`config.mk`:
```
export PLATFORM = sky130hd
export DESIGN_NAME = timestamp_mem_loader
export DESIGN_NICKNAME = d
export VERILOG_FILES = /design/src/rtl/timestamp_mem_loader_pkg.sv /design/src/rtl/timestamp_mem_loader_load_seq_counter.sv /design/src/rtl/timestamp_mem_loader.sv
export SDC_FILE = /design/constraint.sdc
export NUM_CORES = 1
export LEC_CHECK = 0
export BUFFER_PORTS_ARGS = -buffer_cell sky130_fd_sc_hd__buf_2
export CAP_MARGIN = 20
export CORE_MARGIN = 2
export CORE_UTILIZATION = 37
export CTS_BUF_LIST = sky130_fd_sc_hd__clkbuf_4
export CTS_CLUSTER_DIAMETER = 30
export DETAILED_ROUTE_END_ITERATION = 7
export GPL_TIMING_DRIVEN = 0
export PLACE_DENSITY = 0.56
export SYNTH_ARGS = -nofsm -noshare
export SYNTH_HDL_FRONTEND = slang
export SYNTH_HIERARCHICAL = 1
export SYNTH_SLANG_ARGS = --single-unit
```
`constraint.sdc`:
```
create_clock -name clk_i -period 3.3 [get_ports clk_i]
set_clock_uncertainty 0.2 [all_clocks]
set_input_delay 0.165 -clock clk_i [delete_from_list [all_inputs] [get_ports clk_i]]
set_output_delay 0.165 -clock clk_i [all_outputs]
set_load 0.1 [all_outputs]
```
`src/rtl/timestamp_mem_loader_pkg.sv`:
```
// Shared types and constants for the timestamp/active-pixel memory write-side loader.
package timestamp_mem_loader_pkg;

  localparam int unsigned ADDR_W    = 11;
  localparam int unsigned DATA_W    = 17;
  localparam int unsigned MAX_FRAME = 4;

  typedef logic [2:0] frame_t;

  typedef enum logic [1:0] {
    IDLE = 2'b00,
    LOAD = 2'b01,
    DONE = 2'b10
  } state_t;

endpackage

```
`src/rtl/timestamp_mem_loader_load_seq_counter.sv`:
```
// Nested pixel/frame counter walking every address of every frame group in load order.
module load_seq_counter
  import timestamp_mem_loader_pkg::frame_t;
#(
  parameter int unsigned ADDR_W = timestamp_mem_loader_pkg::ADDR_W
) (
  input  logic              clk,
  input  logic              nrst,
  input  logic              clear,
  input  logic              advance,
  input  logic [ADDR_W-1:0] ppl,
  input  frame_t            nf,
  output logic [ADDR_W-1:0] addr,
  output frame_t            frame,
  output logic              last
);

  logic wrap;

  always_comb begin
    wrap = (addr == ppl - ADDR_W'(1));
    last = wrap && (frame == nf);
  end

  // Frame saturates at nf so it never exceeds the loaded range after the final beat.
  always_ff @(posedge clk) begin
    if (!nrst || clear) begin
      addr  <= '0;
      frame <= '0;
    end else if (advance) begin
      if (wrap) begin
        addr <= '0;
        if (frame != nf) frame <= frame + 3'd1;
      end else begin
        addr <= addr + ADDR_W'(1);
      end
    end
  end

endmodule

```
`src/rtl/timestamp_mem_loader.sv`:
```
// Write-side controller: streams {active_pixel, timestamp} words into the idle bank of every frame group.
module timestamp_mem_loader #(
  parameter int unsigned ADDR_W    = timestamp_mem_loader_pkg::ADDR_W,
  parameter int unsigned DATA_W    = timestamp_mem_loader_pkg::DATA_W,
  parameter int unsigned MAX_FRAME = timestamp_mem_loader_pkg::MAX_FRAME
) (
  input  logic              clk_i,
  input  logic              nrst_i,
  input  logic              update_mem_i,
  input  logic [2:0]        number_of_frames_i,
  input  logic [ADDR_W-1:0] pixels_per_line_i,
  input  logic              s_valid_i,
  input  logic [DATA_W-1:0] s_data_i,
  output logic              s_ready_o,
  output logic [ADDR_W-1:0] waddr_o,
  output logic [DATA_W-1:0] wdata_o,
  output logic              wen_o,
  output logic [2:0]        memory_selector_o,
  output logic              mem_updated_o,
  output logic              busy_o,
  output logic              load_abort_o
);
  import timestamp_mem_loader_pkg::*;

  state_t            state;
  logic              upd_q;
  logic              init_pend;
  logic [ADDR_W-1:0] ppl_q;
  frame_t            nf_q;
  frame_t            nf_clamped;
  logic [ADDR_W-1:0] addr;
  frame_t            frame;
  logic              last;
  logic              req;
  logic              beat;
  logic              start;

  always_comb begin
    req        = (update_mem_i != upd_q);
    beat       = s_valid_i && s_ready_o;
    start      = (state == IDLE) ? (init_pend || req) : req;
    nf_clamped = (number_of_frames_i > 3'(MAX_FRAME)) ? 3'(MAX_FRAME) : number_of_frames_i;
  end

  load_seq_counter #(.ADDR_W(ADDR_W)) u_counter (
    .clk     (clk_i),
    .nrst    (nrst_i),
    .clear   (start),
    .advance (beat),
    .ppl     (ppl_q),
    .nf      (nf_q),
    .addr    (addr),
    .frame   (frame),
    .last    (last)
  );

  always_ff @(posedge clk_i) begin
    if (!nrst_i) begin
      state             <= IDLE;
      upd_q             <= 1'b1;
      init_pend         <= 1'b1;
      ppl_q             <= '0;
      nf_q              <= '0;
      s_ready_o         <= 1'b0;
      wen_o             <= 1'b0;
      waddr_o           <= '0;
      wdata_o           <= '0;
      memory_selector_o <= '0;
      mem_updated_o     <= 1'b0;
      busy_o            <= 1'b0;
      load_abort_o      <= 1'b0;
    end else begin
      wen_o        <= 1'b0;
      load_abort_o <= 1'b0;
      // A beat accepted on a restart edge still lands at its pre-restart address.
      if (beat) begin
        wen_o             <= 1'b1;
        waddr_o           <= addr;
        wdata_o           <= s_data_i;
        memory_selector_o <= frame;
      end
      if (start) begin
        load_abort_o  <= (state == LOAD);
        nf_q          <= nf_clamped;
        ppl_q         <= pixels_per_line_i;
        upd_q         <= update_mem_i;
        init_pend     <= 1'b0;
        mem_updated_o <= 1'b0;
        if (pixels_per_line_i == '0) begin
          state     <= DONE;
          s_ready_o <= 1'b0;
          busy_o    <= 1'b0;
        end else begin
          state     <= LOAD;
          s_ready_o <= 1'b1;
          busy_o    <= 1'b1;
        end
      end else begin
        case (state)
          LOAD: begin
            if (beat && last) begin
              state     <= DONE;
              s_ready_o <= 1'b0;
              busy_o    <= 1'b0;
            end
          end
          // Flag rises once the final write has actually been issued to the memory.
          DONE:    mem_updated_o <= 1'b1;
          default: ;
        endcase
      end
    end
  end

endmodule

```
### After elaboration in Yosys (flattened, before gate mapping)

Cells that the tools add are included.

| word-level totals | value |
|---|---|
| bits in registers | 67 |
| bits of input ports | 35 |
| output and inout bits | 36 |
| logic and storage cells | 51 |

| cells by class | value |
|---|---|
| add/sub/neg operators | 3 |
| order comparisons | 1 |
| eq/ne operators | 6 |
| mux-type cells | 12 |
| bitwise operators | 1 |
| reduce and logical (&&, ||, !) cells | 14 |

Operators by type and width:

| cell | count |
|---|---|
| $add A11 B1 Y11 const B | 1 |
| $eq A11 B11 Y1 | 1 |
| $logic_not A11 Y1 | 1 |
| $mux W11 | 1 |
| $sub A11 B1 Y11 const B | 1 |
| $mux W2 | 4 |
| $mux W1 | 6 |
| $reduce_and A2 Y1 | 2 |
| $reduce_bool A2 Y1 | 2 |
| $add A3 B1 Y3 const B | 1 |
| $eq A3 B3 Y1 | 1 |
| $gt A3 B3 Y1 const B | 1 |
| $logic_and A1 B1 Y1 | 3 |
| $mux W3 | 1 |
| $ne A3 B3 Y1 | 1 |
| $reduce_and A3 Y1 | 1 |
| $eq A2 B1 Y1 const B | 1 |
| $eq A2 B2 Y1 const B | 1 |
| $logic_not A2 Y1 | 1 |
| $logic_or A1 B1 Y1 | 2 |
| $reduce_or A2 Y1 | 1 |
| $logic_not A1 Y1 | 1 |
| $ne A1 B1 Y1 | 1 |
| $not A1 Y1 | 1 |

### Logic depth before layout (Yosys ltp)

Gate-level depths: netlist (run 1).

| logic depth | value |
|---|---|
| word-level depth | 7 |
| depth in mapped cells | 12 |
| gate-level depth less buffers | 11 |

### By module

The synthesis (run 1) kept the hierarchy.

By module, submodules not included:

| module | instances | cells an instance | area an instance (um^2) | sequential area each (um^2) |
|---|---|---|---|---|
| timestamp_mem_loader | 1 | 231 | 2021.9 | 1041.0 |
| load_seq_counter | 1 | 144 | 1201.2 | 280.3 |

### Worst setup path before layout (run 1)

OpenSTA, ideal clock, no wires.

| path | value |
|---|---|
| kind | register to register |
| start point | register, netlist name busy_o |
| end point | register u_counter.frame[0] |
| library setup time | 0.133 ns |
| arrival time | 2.733 ns |
| data required time | 2.967 ns |
| path slack | 0.235 ns |
| cell stages (with the launch flop) | 8 |
| path buffers | 2 |
| period minus slack after synthesis | 3.065 ns |
| cells stage by stage | dfxtp_1 nand2_1 inv_2 buf_2 dlygate4sd3_1 and2_1 a31o_2 a21oi_1 |

RTL lines:

| item | RTL line | RTL |
|---|---|---|
| to (signal assigned) | timestamp_mem_loader_load_seq_counter.sv:33 | `if (frame != nf) frame <= frame + 3'd1;` |
| to (decl) | timestamp_mem_loader_load_seq_counter.sv:14 | `output frame_t frame,` |

### Final worst setup path (run 1)

| path | value |
|---|---|
| start point | register ppl_q[0] |
| end point | register busy_o |

| on the way | value |
|---|---|
| word-level cells in the longest chain between the ends | 6 |

RTL lines:

| item | RTL line | RTL |
|---|---|---|
| from (decl) | timestamp_mem_loader.sv:28 | `logic [ADDR_W-1:0] ppl_q;` |
| from (signal assigned) | timestamp_mem_loader.sv:85 | `ppl_q <= pixels_per_line_i;` |
| $sub A11 B1 Y11 | timestamp_mem_loader_load_seq_counter.sv:21 | `wrap = (addr == ppl - ADDR_W'(1));` |
| $eq A11 B11 Y1 | timestamp_mem_loader_load_seq_counter.sv:21 |  |
| $logic_and A1 B1 Y1 | timestamp_mem_loader_load_seq_counter.sv:22 | `last = wrap && (frame == nf);` |
| via last | timestamp_mem_loader.sv:33 | `logic last;` |
| $logic_and A1 B1 Y1 | timestamp_mem_loader.sv:101 | `if (beat && last) begin` |
| $reduce_bool A2 Y1 (no source line) | - |  |
| $reduce_and A2 Y1 (no source line) | - |  |
| to (signal assigned) | timestamp_mem_loader.sv:92 | `busy_o <= 1'b0;` |
| to (signal assigned) | timestamp_mem_loader.sv:96 | `busy_o <= 1'b1;` |
| to (signal assigned) | timestamp_mem_loader.sv:104 | `busy_o <= 1'b0;` |
| to (decl) | timestamp_mem_loader.sv:20 | `output logic busy_o,` |

The timed path passes the listed nets, and every way through them passes these cells.
A chain may end at the register's enable or synchronous reset.

==> reports/metrics.csv, run 1 <==
metric,value,unit
WL met3,195,microns
first-pass GRT wire length,13.5,mm
post-route antenna net violation count,0,
ranking of synthesized cells by area,"dfxtp_1, nand2_1, a21oi_1",
drt total wl,8.26,mm
"most common cell after layout, fill and taps aside",buf_2,
Starting Density,37.5,%
unrepaired setup endpoints after global routing,no,
Critical path origin,ppl_q[0]$_SDFFE_PN0P_,
post-CTS sizing,0,
share of layout cells above drive strength 1,27.4,%
Syn. warnings,6,
std cell rows,34,
Setup crit end kind,flop,
cell leakage power,1.69,nW
wire length per cell,13.7,microns
"flops & latches, synth",66,
PD cells,456,mW/mm^2
routed via count,2999,
DR iter-0 viols,77,
Final Non-Filler Cells,605,
"FFs w/ async S/R, synth",0,%
Max Cap Viol,0,
crit path DAT,3180,ps
Syn Nets,413,
Required @ worst endpoint,3400,ps
wire length on met1,3.95,mm
Residual DRC,0,
Die Y,97.3,microns
maximum clock path buffer count,2,
Worst VDD drop,0.285,mV
Hold Startpoint,waddr_o[8]$_SDFFE_PN0P_,
Nets,530,
Crit Path Category,reg2reg,
"critical path fanouts, max",8,
unique cell type count in the Yosys netlist,66,
Post-CTS Setup Inserts,0,
cell count of the worst reg-to-reg path,12,
reg-to-reg startpoint,ppl_q[0]$_SDFFE_PN0P_,
DP HPWL,5.75,mm
largest net degree at the start of global routing,13,
RePlAce Congestion,0.783,
"Clk pin slew, worst setup/hold paths",120,ps
Slew headroom,52.7,%
Yosys top cell by area,dfxtp_1,
vias per cell,4.96,
TNS Setup,0,ps
placed instance count,553,
R2R Setup Slk,230,ps
post-synth top area share,41.0,%
nature of the critical path startpoint,flop,
crit path time final,3070,ps
CTS root buffer,clkbuf_4,
worst reg2reg path endpoint,busy_o$_SDFFE_PN0P_,
dominant synthesized flop cell,dfxtp_1,
Syn Inst Count,375,
Die Wd,97.3,microns
Hold/Removal Path Class,reg2reg,
final setup fails,0,
number of synthesized flops with an enable pin,0,
Final Hold Viols,0,
fin. max-slew vios,0,
core area,0.00859,sq mm
CTS buffer count,9,
crit share post-route,93.1,%
Tot GR Track Use,17.6,%
Syn Area/Cell,8.59,sq um
post-route total power,1.93,mW
Ports,71,
top sig layer,met4,
status,completed,
initial antenna violation count,0,
Port Buffers,70,
Antenna diodes,0,
H-tree depth,3,
clk_lat worst skew,410,ps
Max Freq,0.325,GHz
CTS sink count,66,
met2 wire len,3.98,mm
register area share after synthesis,41.0,%
end of the critical path,busy_o$_SDFFE_PN0P_,
Syn Std Cell Area,0.00322,sq mm
CTS tree,yes,
Slew @ Worst Pin,710,ps
residual overflow from global routing,0,
most frequent cells in the layout,"buf_2, nand2_1, dfxtp_1",
Area Overhead vs Synth,31.2,%
vias in the first global route,2875,
Die Area,0.00947,sq mm
DR pass1 iterations,4,
==> through the flow <==
| step | setup slack (ps) | hold slack (ps) | utilization (%) | instance area [sq um] |
|---|---|---|---|---|
| 5_1_grt | 74.3 | 280 | 49.2 | 4230 |
| 3_5_place_dp | 297 | 208 | 43.2 | 3710 |
| 4_1_cts | 266 | 261 | 49.2 | 4230 |
| 2_1_floorplan | 235 | 38.0 | - | 3220 |
| 3_3_place_gp | 306 | 206 | 43.2 | 3710 |
| 6_report | 227 | 258 | 49.2 | 4230 |
==> where the power goes <==
group | switching (mW) | internal (mW)
logic | 0.293 | 0.160
registers | 0.0325 | 0.828
clock network | 0.308 | 0.306
total | 0.633 | 1.29
==> final cells by class <==
| class | count | area [sq um] |
|---|---|---|
| Inverter | 11 | 41.3 |
| Clock inverter | 7 | 91.3 |
| Fill cell | 888 | 4370 |
| Timing Repair Buffer | 106 | 711 |
| Tap cell | 108 | 135 |
| Multi-Input combinational cell | 275 | 1720 |
| Sequential cell | 66 | 1320 |
| Clock buffer | 9 | 67.6 |
| Buffer | 23 | 143 |
==> critical path, cell delays in order, from the launching register on <==
cell	delay, ps
dfxtp_1	330
buf_4	160
inv_1	60
ha_1	270
or2b_1	250
o32ai_1	290
a211oi_2	140
a221oi_1	590
nand2_1	110
nor2_1	160
and3b_1	180
o211ai_1	80
o211a_1	150
==> routing by layer <==
layer	up-vias	track usage, %
li1	1545	-
met3	11	3.24
met2	44	29.4
met1	1399	22.3
met4	0	7.80
met5	-	0
==> worst min path at each step <==
stage                                   endpoint  cells past startpoint  slack [ps]
2_1_floorplan                 upd_q$_SDFFE_PN1P_                      1          40
3_3_place_gp                  upd_q$_SDFFE_PN1P_                      2         210
3_5_place_dp                  upd_q$_SDFFE_PN1P_                      2         210
4_1_cts                  waddr_o[8]$_SDFFE_PN0P_                      2         260
5_1_grt        memory_selector_o[2]$_SDFFE_PN0P_                      2         280
6_report                 waddr_o[8]$_SDFFE_PN0P_                      2         260
==> state kept, by name (all words and copies together), names as in the netlist, 3 cells and up <==
signal             cells
u_counter/frame        3
u_counter/addr        11
nf_q                   3
ppl_q                 11
memory_selector_o      3
waddr_o               11
wdata_o               17
==> kinds of logic after synthesis <==
logic type	count (synthesis)	synth area share, %
fa+ha+maj	3	1.16
buf+inv	34	5.71
simple gates	156	25.8
compound gates	92	18.8
flops	66	41.0
xor+xnor	23	7.22
mux	1	0.311
==> synth_stat cells, drive strengths merged (2+ instances only) <==
library cell / number
nor4: 5
xnor2: 14
nand2: 70
o21ai: 19
a211oi: 3
dfxtp: 66
a21oi: 50
nand4: 5
a31o: 3
nand2b: 3
nand3: 21
clkbuf: 8
and3: 5
nor2: 10
and3b: 2
a31oi: 2
or3b: 2
buf: 14
nor3b: 4
ha: 3
nor4b: 2
a21o: 2
nor3: 14
inv: 11
xor2: 8
or3: 2
nor2b: 5
==> what timing repair did <==
item,CTS,global route
hold buffers,36,0
hold endpoints to repair,36,0
setup endpoints to repair,0,0
Note: power is estimated with default switching activity, not from simulation.
==> run 2: changes to the inputs <==
Settings changed: ABC_AREA from default to 1, CORE_UTILIZATION 37 to 55, CTS_CLUSTER_DIAMETER 30 to default, PLACE_DENSITY 0.56 to 0.79.
==> run 2 against run 1 <==
  * Via count grew 4.7%
  * Clock power grew 11%
  * First-iteration DRC count increased by 140%
  * Worst hold slack better by 10 ps
  * Synthesized area decreased by 2.5%
  * Non-clock buffer count decreased by 9
  * Total power is 15% higher
  * Routed wire length shrank 10%
  * Cell count rose by 5.3%
  * Die area down 33%
  * Sequential cell count is the same
  * Cell area fell by 2.4%
  * Largest cell class unchanged
==> reports/metrics.csv, run 2 <==
metric,value,unit,change
Worst path max stage delay,440,ps,-150 ps
H-tree depth,3,,unchanged
"critical path fanouts, max",12,,+4
Syn. warnings,6,,unchanged
Starting Density,57.1,%,+20 points
wire length per cell,11.6,microns,-15%
"flops & latches, synth",66,,unchanged
Syn Nets,481,,+16%
Syn Area/Cell,7.09,sq um,-17%
Final Hold Viols,0,,unchanged
share of layout cells above drive strength 1,21.2,%,-6.1 points
"Clk pin slew, worst setup/hold paths",110,ps,about the same
critical path's top delay family,simple AND/OR/NAND/NOR gates,,
commonest cells in the netlist,"nand2_1, nor2_1, dfxtp_1, o21ai_0, inv_1",,
CTS sink count,66,,unchanged
Post-CTS Setup Inserts,0,,unchanged
most common cell in the netlist,nand2_1,,
Setup crit end kind,flop,,
ranking of synthesized cells by area,"dfxtp_1, nand2_1, nor2_1",,
CP bufs+invs,3,,+1
Ports,71,,unchanged
register area share after synthesis,42.0,%,+1.0 points
Slew headroom,65.1,%,+12 points
Max Freq,0.390,GHz,+20%
crit path time final,2570,ps,-506 ps
std cell rows,27,,-21%
status,completed,,
Slew @ Worst Pin,524,ps,-186 ps
unique cell type count in the Yosys netlist,32,,-52%
Required @ worst endpoint,3440,ps,+40 ps
"most common cell after layout, fill and taps aside",nand2_1,,
dominant synthesized flop cell,dfxtp_1,,
vias per cell,4.93,,-0.53%
Max Cap Viol,0,,unchanged
Worst VDD drop,0.355,mV,+24%
final setup fails,0,,unchanged
post-route total power,2.22,mW,+15%
# fillers,439,,-51%
nature of the critical path startpoint,flop,,
core area,0.00551,sq mm,-36%
critical-path cell list,"nand2_1, inv_2, buf_2, nand2_1, nor2_1, nand2_1, nor2_1, inv_1, nor3_1, nand3_1, xor2_1, nor2_1",,
Biggest register,wdata_o,,
Die Wd,79.6,microns,-18%
vias in the first global route,2900,,+0.87%
DR iter-0 viols,181,,+140%
number of synthesized flops with an enable pin,0,,unchanged
maximum clock path buffer count,2,,unchanged
Tot GR Track Use,25.5,%,+7.8 points
routed via count,3141,,+4.7%
drt total wl,7.40,mm,-10%
initial antenna violation count,0,,unchanged
DP HPWL,5.09,mm,-11%
PD cells,538,mW/mm^2,+18%
Hold/Removal Path Class,reg2reg,,
unrepaired setup endpoints after global routing,no,,
Nets,598,,+13%
DR pass1 iterations,4,,unchanged
Yosys top cell by area,dfxtp_1,,
largest net degree at the start of global routing,13,,unchanged
most frequent cells in the layout,"nand2_1, nor2_1, buf_2",,
residual overflow from global routing,0,,unchanged
clk_lat worst skew,410,ps,about the same
post-CTS sizing,0,,unchanged
CTS root buffer,clkbuf_4,,
TNS Setup,0,ps,unchanged
max reg flops,17,,unchanged
Die Y,79.6,microns,-18%
Area Overhead vs Synth,31.3,%,about the same
Die Area,0.00634,sq mm,-33%
Syn Inst Count,443,,+18%
RePlAce Congestion,0.863,,+10%
fin. max-slew vios,0,,unchanged
Residual DRC,0,,unchanged
Antenna diodes,0,,unchanged
Crit Path Category,reg2reg,,
Port Buffers,70,,unchanged
cell leakage power,1.94,nW,+14%
"Cell Area, Placed",0.00358,sq mm,-3.4%
first-pass GRT wire length,12.6,mm,-6.5%
design area,0.00413,sq mm,-2.4%
"FFs w/ async S/R, synth",0,%,unchanged
crit path DAT,2710,ps,-470 ps
CTS tree,yes,,
Critical-path top delay cell,dfxtp_1,,
post-synth top area share,42.0,%,+1.0 points
crit share post-route,77.8,%,-15 points
CTS buffer count,9,,unchanged
post-route antenna net violation count,0,,unchanged
Syn Std Cell Area,0.00314,sq mm,-2.5%
==> run 2: power breakdown <==
| part | total, mW | internal (mW) | switching, mW |
|---|---|---|---|
| registers | 0.886 | 0.848 | 0.0376 |
| logic | 0.649 | 0.175 | 0.474 |
| clock network | 0.684 | 0.382 | 0.301 |
| total | 2.22 | 1.41 | 0.813 |
==> run 2: what timing repair did <==
action | in CTS | in global routing
hold buffers | 36 | 0
setup endpoints to repair | 0 | 0
endpoints found under the hold margin | 36 | 0
==> run 2: cell type report <==
type	instances	area, sq um	share of cell area [%]
plain buffers	14	80.1	1.94
clock buffers	9	67.6	1.64
clock inverters	7	115	2.79
inverters	42	158	3.82
multi-input cells	321	1580	38.4
flip-flops and latches	66	1320	32.0
well taps	72	90.1	2.18
repair buffers	106	711	17.2
==> run 2: tightest hold or removal path: stages (launching register included) <==
cell and delay, ps:
dfxtp_1 340, nand2_1 60, nand2_1 40
==> run 2: worst paths after layout <==
path	start	to	slack, ps	depth (start not counted)
setup / recovery	busy_o$_SDFFE_PN0P_	u_counter/addr[10]$_SDFFE_PP0P_	730	12
hold / removal	ppl_q[10]$_SDFFE_PN0P_	ppl_q[10]$_SDFFE_PN0P_	270	2
setup reg to reg	busy_o$_SDFFE_PN0P_	u_counter/addr[10]$_SDFFE_PP0P_	730	12
hold reg to reg	ppl_q[10]$_SDFFE_PN0P_	ppl_q[10]$_SDFFE_PN0P_	270	2
==> run 2: logic make-up after synthesis <==
family                   synth area share, %
AO/OA/AOI/OAI                           8.28
XOR/XNOR                                5.22
adder cells (fa/ha/maj)                 1.19
buffers and inverters                   7.56
flip-flops                              42.0
AND/OR/NAND/NOR                         35.7
==> run 2: stage by stage <==
stage	worst slack, ps	utilization (%)	hold WS [ps]	cells
floorplan	374	-	71.6	443
global placement	843	65.1	202	585
detailed placement	783	65.1	207	585
CTS	749	74.9	271	637
global route	337	74.9	303	637
finish	734	74.9	268	637
==> run 2: layer usage <==
layer | up-vias | track usage [%] | share of wire, %
li1 | 1634 | - | -
met1 | 1398 | 31.8 | 46
met2 | 91 | 42.7 | 47
met3 | 18 | 4.30 | 4.9
met4 | 0 | 12.1 | 2.0
met5 | - | 0 | 0
